--- src/rtl/seri_hex_gosterge.sv ---
// seri_hex_gosterge: turns a stream of received ASCII bytes into hex digits and
// shows them on an 8-digit multiplexed, active-low 7-segment display.
//
// Handshake: veriGecerli is a one-cycle strobe with no back-pressure. The byte on
// veriBayt is consumed on every clock edge where veriGecerli=1 and sifirlama=0.
// Its effect is visible on the following cycle.
module seri_hex_gosterge #(
  parameter logic [15:0] SCAN_DIV = 16'd50000
) (
  input  logic       saatDarbesi,
  input  logic       sifirlama,
  input  logic       veriGecerli,
  input  logic [7:0] veriBayt,
  output logic [7:0] etkin,
  output logic [7:0] display,
  output logic [3:0] kayitSayisi,
  output logic [7:0] hataSayaci
);

  // Segment pattern {dp,g,f,e,d,c,b,a}, active-low, dp off.
  function automatic logic [7:0] seg7(input logic [3:0] n);
    logic [7:0] s;
    case (n)
      4'h0: s = 8'hC0;  4'h1: s = 8'hF9;  4'h2: s = 8'hA4;  4'h3: s = 8'hB0;
      4'h4: s = 8'h99;  4'h5: s = 8'h92;  4'h6: s = 8'h82;  4'h7: s = 8'hF8;
      4'h8: s = 8'h80;  4'h9: s = 8'h90;  4'hA: s = 8'h88;  4'hB: s = 8'h83;
      4'hC: s = 8'hC6;  4'hD: s = 8'hA1;  4'hE: s = 8'h86;  default: s = 8'h8E;
    endcase
    return s;
  endfunction

  // Digit n of a buffer lives in bits [4n+3:4n]; digit0 is the rightmost digit.
  logic [31:0] edit_q,  edit_d;
  logic [31:0] shown_q, shown_d;
  logic [3:0]  kayit_q, kayit_d;
  logic [3:0]  shown_cnt_q, shown_cnt_d;
  logic [7:0]  hata_q,  hata_d;
  logic [15:0] presc_q, presc_d;
  logic [2:0]  idx_q,   idx_d;
  logic [7:0]  etkin_q, etkin_d;
  logic [7:0]  disp_q,  disp_d;

  logic        is_hex;
  logic [3:0]  nibble;

  // ASCII hex character classification and nibble value.
  always_comb begin
    is_hex = 1'b1;
    nibble = 4'h0;
    if (veriBayt >= 8'h30 && veriBayt <= 8'h39) begin
      nibble = veriBayt[3:0];
    end else if ((veriBayt >= 8'h41 && veriBayt <= 8'h46) ||
                 (veriBayt >= 8'h61 && veriBayt <= 8'h66)) begin
      nibble = veriBayt[3:0] + 4'd9;
    end else begin
      is_hex = 1'b0;
    end
  end

  // Byte command decode: hex entry, backspace, clear, commit or reject.
  always_comb begin
    edit_d      = edit_q;
    kayit_d     = kayit_q;
    shown_d     = shown_q;
    shown_cnt_d = shown_cnt_q;
    hata_d      = hata_q;
    if (veriGecerli) begin
      if (is_hex) begin
        edit_d  = {edit_q[27:0], nibble};
        kayit_d = (kayit_q < 4'd8) ? kayit_q + 4'd1 : 4'd8;
      end else if (veriBayt == 8'h08) begin
        if (kayit_q != 4'd0) begin
          edit_d  = {4'h0, edit_q[31:4]};
          kayit_d = kayit_q - 4'd1;
        end
      end else if (veriBayt == 8'h58 || veriBayt == 8'h78) begin
        edit_d  = 32'h0;
        kayit_d = 4'd0;
      end else if (veriBayt == 8'h0D || veriBayt == 8'h0A) begin
        shown_d     = edit_q;
        shown_cnt_d = kayit_q;
      end else if (hata_q != 8'hFF) begin
        hata_d = hata_q + 8'd1;
      end
    end
  end

  // Scan timebase: prescaler wrap advances the scanned digit index.
  always_comb begin
    presc_d = presc_q + 16'd1;
    idx_d   = idx_q;
    if (presc_q == SCAN_DIV - 16'd1) begin
      presc_d = 16'd0;
      idx_d   = idx_q + 3'd1;
    end
  end

  // Output stage: enable for the scanned digit, segments or a leading blank.
  always_comb begin
    etkin_d = ~(8'b1 << idx_q);
    disp_d  = 8'hFF;
    if ({1'b0, idx_q} < shown_cnt_q) begin
      disp_d = seg7(shown_q[{idx_q, 2'b00} +: 4]);
    end
  end

  // State registers; reset dominates any byte strobe in the same cycle.
  always_ff @(posedge saatDarbesi) begin
    if (sifirlama) begin
      edit_q      <= 32'h0;
      shown_q     <= 32'h0;
      kayit_q     <= 4'd0;
      shown_cnt_q <= 4'd0;
      hata_q      <= 8'd0;
      presc_q     <= 16'd0;
      idx_q       <= 3'd0;
      etkin_q     <= 8'hFF;
      disp_q      <= 8'hFF;
    end else begin
      edit_q      <= edit_d;
      shown_q     <= shown_d;
      kayit_q     <= kayit_d;
      shown_cnt_q <= shown_cnt_d;
      hata_q      <= hata_d;
      presc_q     <= presc_d;
      idx_q       <= idx_d;
      etkin_q     <= etkin_d;
      disp_q      <= disp_d;
    end
  end

  assign etkin       = etkin_q;
  assign display     = disp_q;
  assign kayitSayisi = kayit_q;
  assign hataSayaci  = hata_q;

endmodule

--- config.mk ---
export PLATFORM = sky130hd
export DESIGN_NAME = seri_hex_gosterge
export DESIGN_NICKNAME = d
export VERILOG_FILES = /design/src/rtl/seri_hex_gosterge.sv
export SDC_FILE = /design/constraint.sdc
export NUM_CORES = 1
export LEC_CHECK = 0
export ABC_AREA = 1
export CORE_ASPECT_RATIO = 1.1
export CORE_MARGIN = 1
export CORE_UTILIZATION = 45
export CTS_BUF_LIST = sky130_fd_sc_hd__clkbuf_16
export DETAILED_ROUTE_END_ITERATION = 8
export REMOVE_ABC_BUFFERS = 1
export SYNTH_ARGS = -nofsm -noshare
export SYNTH_HDL_FRONTEND = slang
export SYNTH_SLANG_ARGS = --single-unit
--- constraint.sdc ---
create_clock -name saatDarbesi -period 2.7 [get_ports saatDarbesi]
set_clock_uncertainty 0.1 [all_clocks]
set_input_delay 0.54 -clock saatDarbesi [delete_from_list [all_inputs] [get_ports saatDarbesi]]
set_output_delay 0.54 -clock saatDarbesi [all_outputs]
set_load 0.02 [all_outputs]
==> run metrics <==
most common cell after layout, fill and taps aside=nand2_1; Post-Synthesis Cells=896; CP Cell Sequence=inv_2 > o21ai_0 > nand2_1 > o21ai_1 > inv_1 > ha_1 > nand3_1 > nand2_1 > nand2_1 > nand3_1; Worst Path Required=approximately 2.9 ns; largest net degree at the start of global routing=between 50 and 60; DIE AREA=between 10000 and 15000 sq um; Startpoint Class=flip-flop; Critical Path Max Stage Delay=roughly 0.47 ns; vias in the first global route=around 5200; M2 GR Usage=between 30% and 40%; hold_buf cts=0; Hold Path Cell Cnt=1; Seq. cell area=2280 sq um; flops & latches, synth=114; Worst Hold Class=reg2reg; DR vias/cell=5.12; drt drc=4; PwrDens=~550 nW/um^2; yosys warns=0; synthesis-to-layout area growth=18.3%; Critical Path Fanout Max=13; GR peak layer=met2; GRT Util Overall=between 20% and 30%; CP Capture Type=flip-flop; Syn Area/Cell=6.72 sq um; Synth async-reset ratio=0%; critical path class=reg2reg; total vias in the final route=between 5000 and 6000; violated checks=DRC; ANT cells=0; final hold vios=0; GRT overflow=0; ratio of cells with drive above 1 in the final layout=under 10%; FF-to-FF setup slack=between 0.4 and 0.5 ns; final wirelength=~14 mm; Cell Area, Synth=roughly 6000 sq um; first-pass GRT wire length=24.0 mm; sequential share of the synthesized area=between 30% and 40%; post-route cell area=about 7000 sq um; RSZ-0062 raised after global routing=false; headroom to the max-slew limit=between 60% and 70%; Multi-input gate area=between 3000 and 4000 sq um; Routed Antenna Nets=0; Final min period=2.30 ns; slowest CP cell=dfxtp_1; clock transition at the registers of the reported paths=roughly 0.050 ns; VDD IR max=slightly above 0.0004 V; CTS H-tree depth=4; core area=around 13000 sq um; Worst Hold Endpoint=presc_q[0]; most frequent CP cell=nand2_1; met1 usage=a little over a quarter; area post-placement=between 6000 and 7000 sq um; Worst Path Arrival=~2.5 ns; commonest non-fill, non-tap cells in the layout=nand2_1 (217), nor2_1 (161), dfxtp_1 (114), nand3_1 (99), inv_1 (65); endpoints failing setup=0; Pleak=roughly 3.0 nW; Unique masters post-synth=40; initial cell density of the core=between 40% and 50%; FP Rows=43; final RePlAce weighted congestion=0.852; GR met3 Demand/Resource=under 10%; clock sink count=114; TritonCTS clock tree=done; Die W=approximately 110 um; worst-case reg-to-reg path depth=10; Iter 0 DRT Violations=about 310; clk buf depth=2; dpl hpwl=approximately 10 mm; initial antenna violation count=0; Die Y=around 120 um; outcome=finished with violations; Slew @ Worst Pin=just under 0.6 ns; Crit Reg-Reg Startpoint=idx_q[0]; Final period util=between 80 and 90%; Worst-Skew Late Latency=just over 0.4 ns; max-slew violations=0; Max Clock Freq=roughly 0.43 GHz; TritonCTS Buffers=17; EDFF count, synth=0; Root Buffer=clkbuf_16; Port Buffers=37; maxcap violations=0; fin nets=around 1000; Most used DFF post-synth=dfxtp_1; R2R Path End=display[3]; post-layout util=between 50% and 60%; Fill cells=1297; Ports=39; Initial DRT Pass Iterations=7; Setup TNS=0 ns; hold path startpoint=presc_q[0]; routed len/inst=12.7 um
[worst max-delay path: cells and delay by family (launching register included)]
| family | cells | cell delay [ns] |
|---|---|---|
| compound gates | 2 | 0.63 |
| fa+ha+maj | 1 | 0.24 |
| buf+inv | 2 | 0.32 |
| flops | 1 | 0.47 |
| simple gates | 5 | 0.40 |
[worst max-delay path by stage]
stage                startpoint             end  slack (ns)  cells after the start
floorplan           veriBayt[0]  shown_cnt_q[0]        0.18                     11
global placement    veriBayt[0]      shown_q[6]        0.08                     12
detailed placement  veriBayt[0]     shown_q[16]        0.02                     12
CTS                    idx_q[0]      display[3]        0.09                     10
global route           idx_q[0]      display[3]        0.16                     10
finish                 idx_q[0]      display[3]        0.40                     10
[registers in the layout, indices dropped and copies added (netlist names)]
register     cells
display          7
hataSayaci       8
idx_q            3
kayitSayisi      4
shown_q         32
shown_cnt_q      4
presc_q         16
etkin            8
edit_q          32
[where the power goes]
part	internal, mW	total (mW)	switching [mW]
sequential	1.71	1.74	0.0290
combinational	0.109	0.282	0.174
clock	1.14	1.90	0.762
total	2.96	3.92	0.965
[metal layers]
layer  wire length (um)  up-vias
met2               6840      131
li1                   -     2952
met3                610       21
met5                  0        -
met4                291        0
met1               6360     2560
[per-stage QoR]
| step | worst slack [ns] | total power, mW | cells | hold WS, ns |
|---|---|---|---|---|
| global placement | 0.0796 | 2.05 | 1075 | 0.333 |
| finish | 0.400 | 3.92 | 1107 | 0.351 |
| floorplan | 0.182 | 1.94 | 854 | 0.318 |
| detailed placement | 0.0200 | 2.06 | 1075 | 0.339 |
| CTS | 0.0871 | 3.96 | 1107 | 0.350 |
| global route | 0.155 | 4.10 | 1107 | 0.384 |
[final cells by class]
cell class / count / area share, %
clock buffers: 17 / 5.97
clock inverters: 15 / 1.09
inverters: 71 / 3.83
multi-input cells: 669 / 45.3
flip-flops and latches: 114 / 32.0
well taps: 157 / 2.76
repair buffers: 64 / 9.03
[timing repair]
item / in CTS / in global routing
resized for setup: 0 / 1
buffers inserted: 0 / 0
endpoints found under the setup margin: 0 / 4
[cells in the mapped netlist, types with 4 or more instances]
master / number / share of area, %
buf_2: 11 / 0.91
nand4_1: 5 / 0.52
xor2_1: 6 / 0.87
o211ai_1: 4 / 0.50
nand3_1: 99 / 8.2
dfxtp_1: 114 / 38
or2_2: 4 / 0.42
nand2_1: 217 / 14
nand2_2: 4 / 0.42
clkbuf_1: 19 / 1.2
o21ai_0: 60 / 5.0
buf_6: 7 / 1.3
nor3_1: 8 / 0.66
xnor2_1: 4 / 0.58
ha_1: 23 / 4.8
a21oi_1: 50 / 4.2
inv_1: 64 / 4.0
nor2_1: 161 / 10
[logic make-up (layout without fill, tap and decap cells)]
kind of cell / after synthesis / count (layout) / share of synthesized area (%)
buffers and inverters: 113 / 167 / 8.56
other: 1 / 1 / 0.0622
AND/OR/NAND/NOR: 517 / 517 / 37.1
flip-flops: 114 / 114 / 37.9
adder cells (fa/ha/maj): 23 / 23 / 4.78
AO/OA/AOI/OAI: 118 / 118 / 10.2
XOR/XNOR: 10 / 10 / 1.45
No activity file was read; power rests on OpenSTA's default activity.
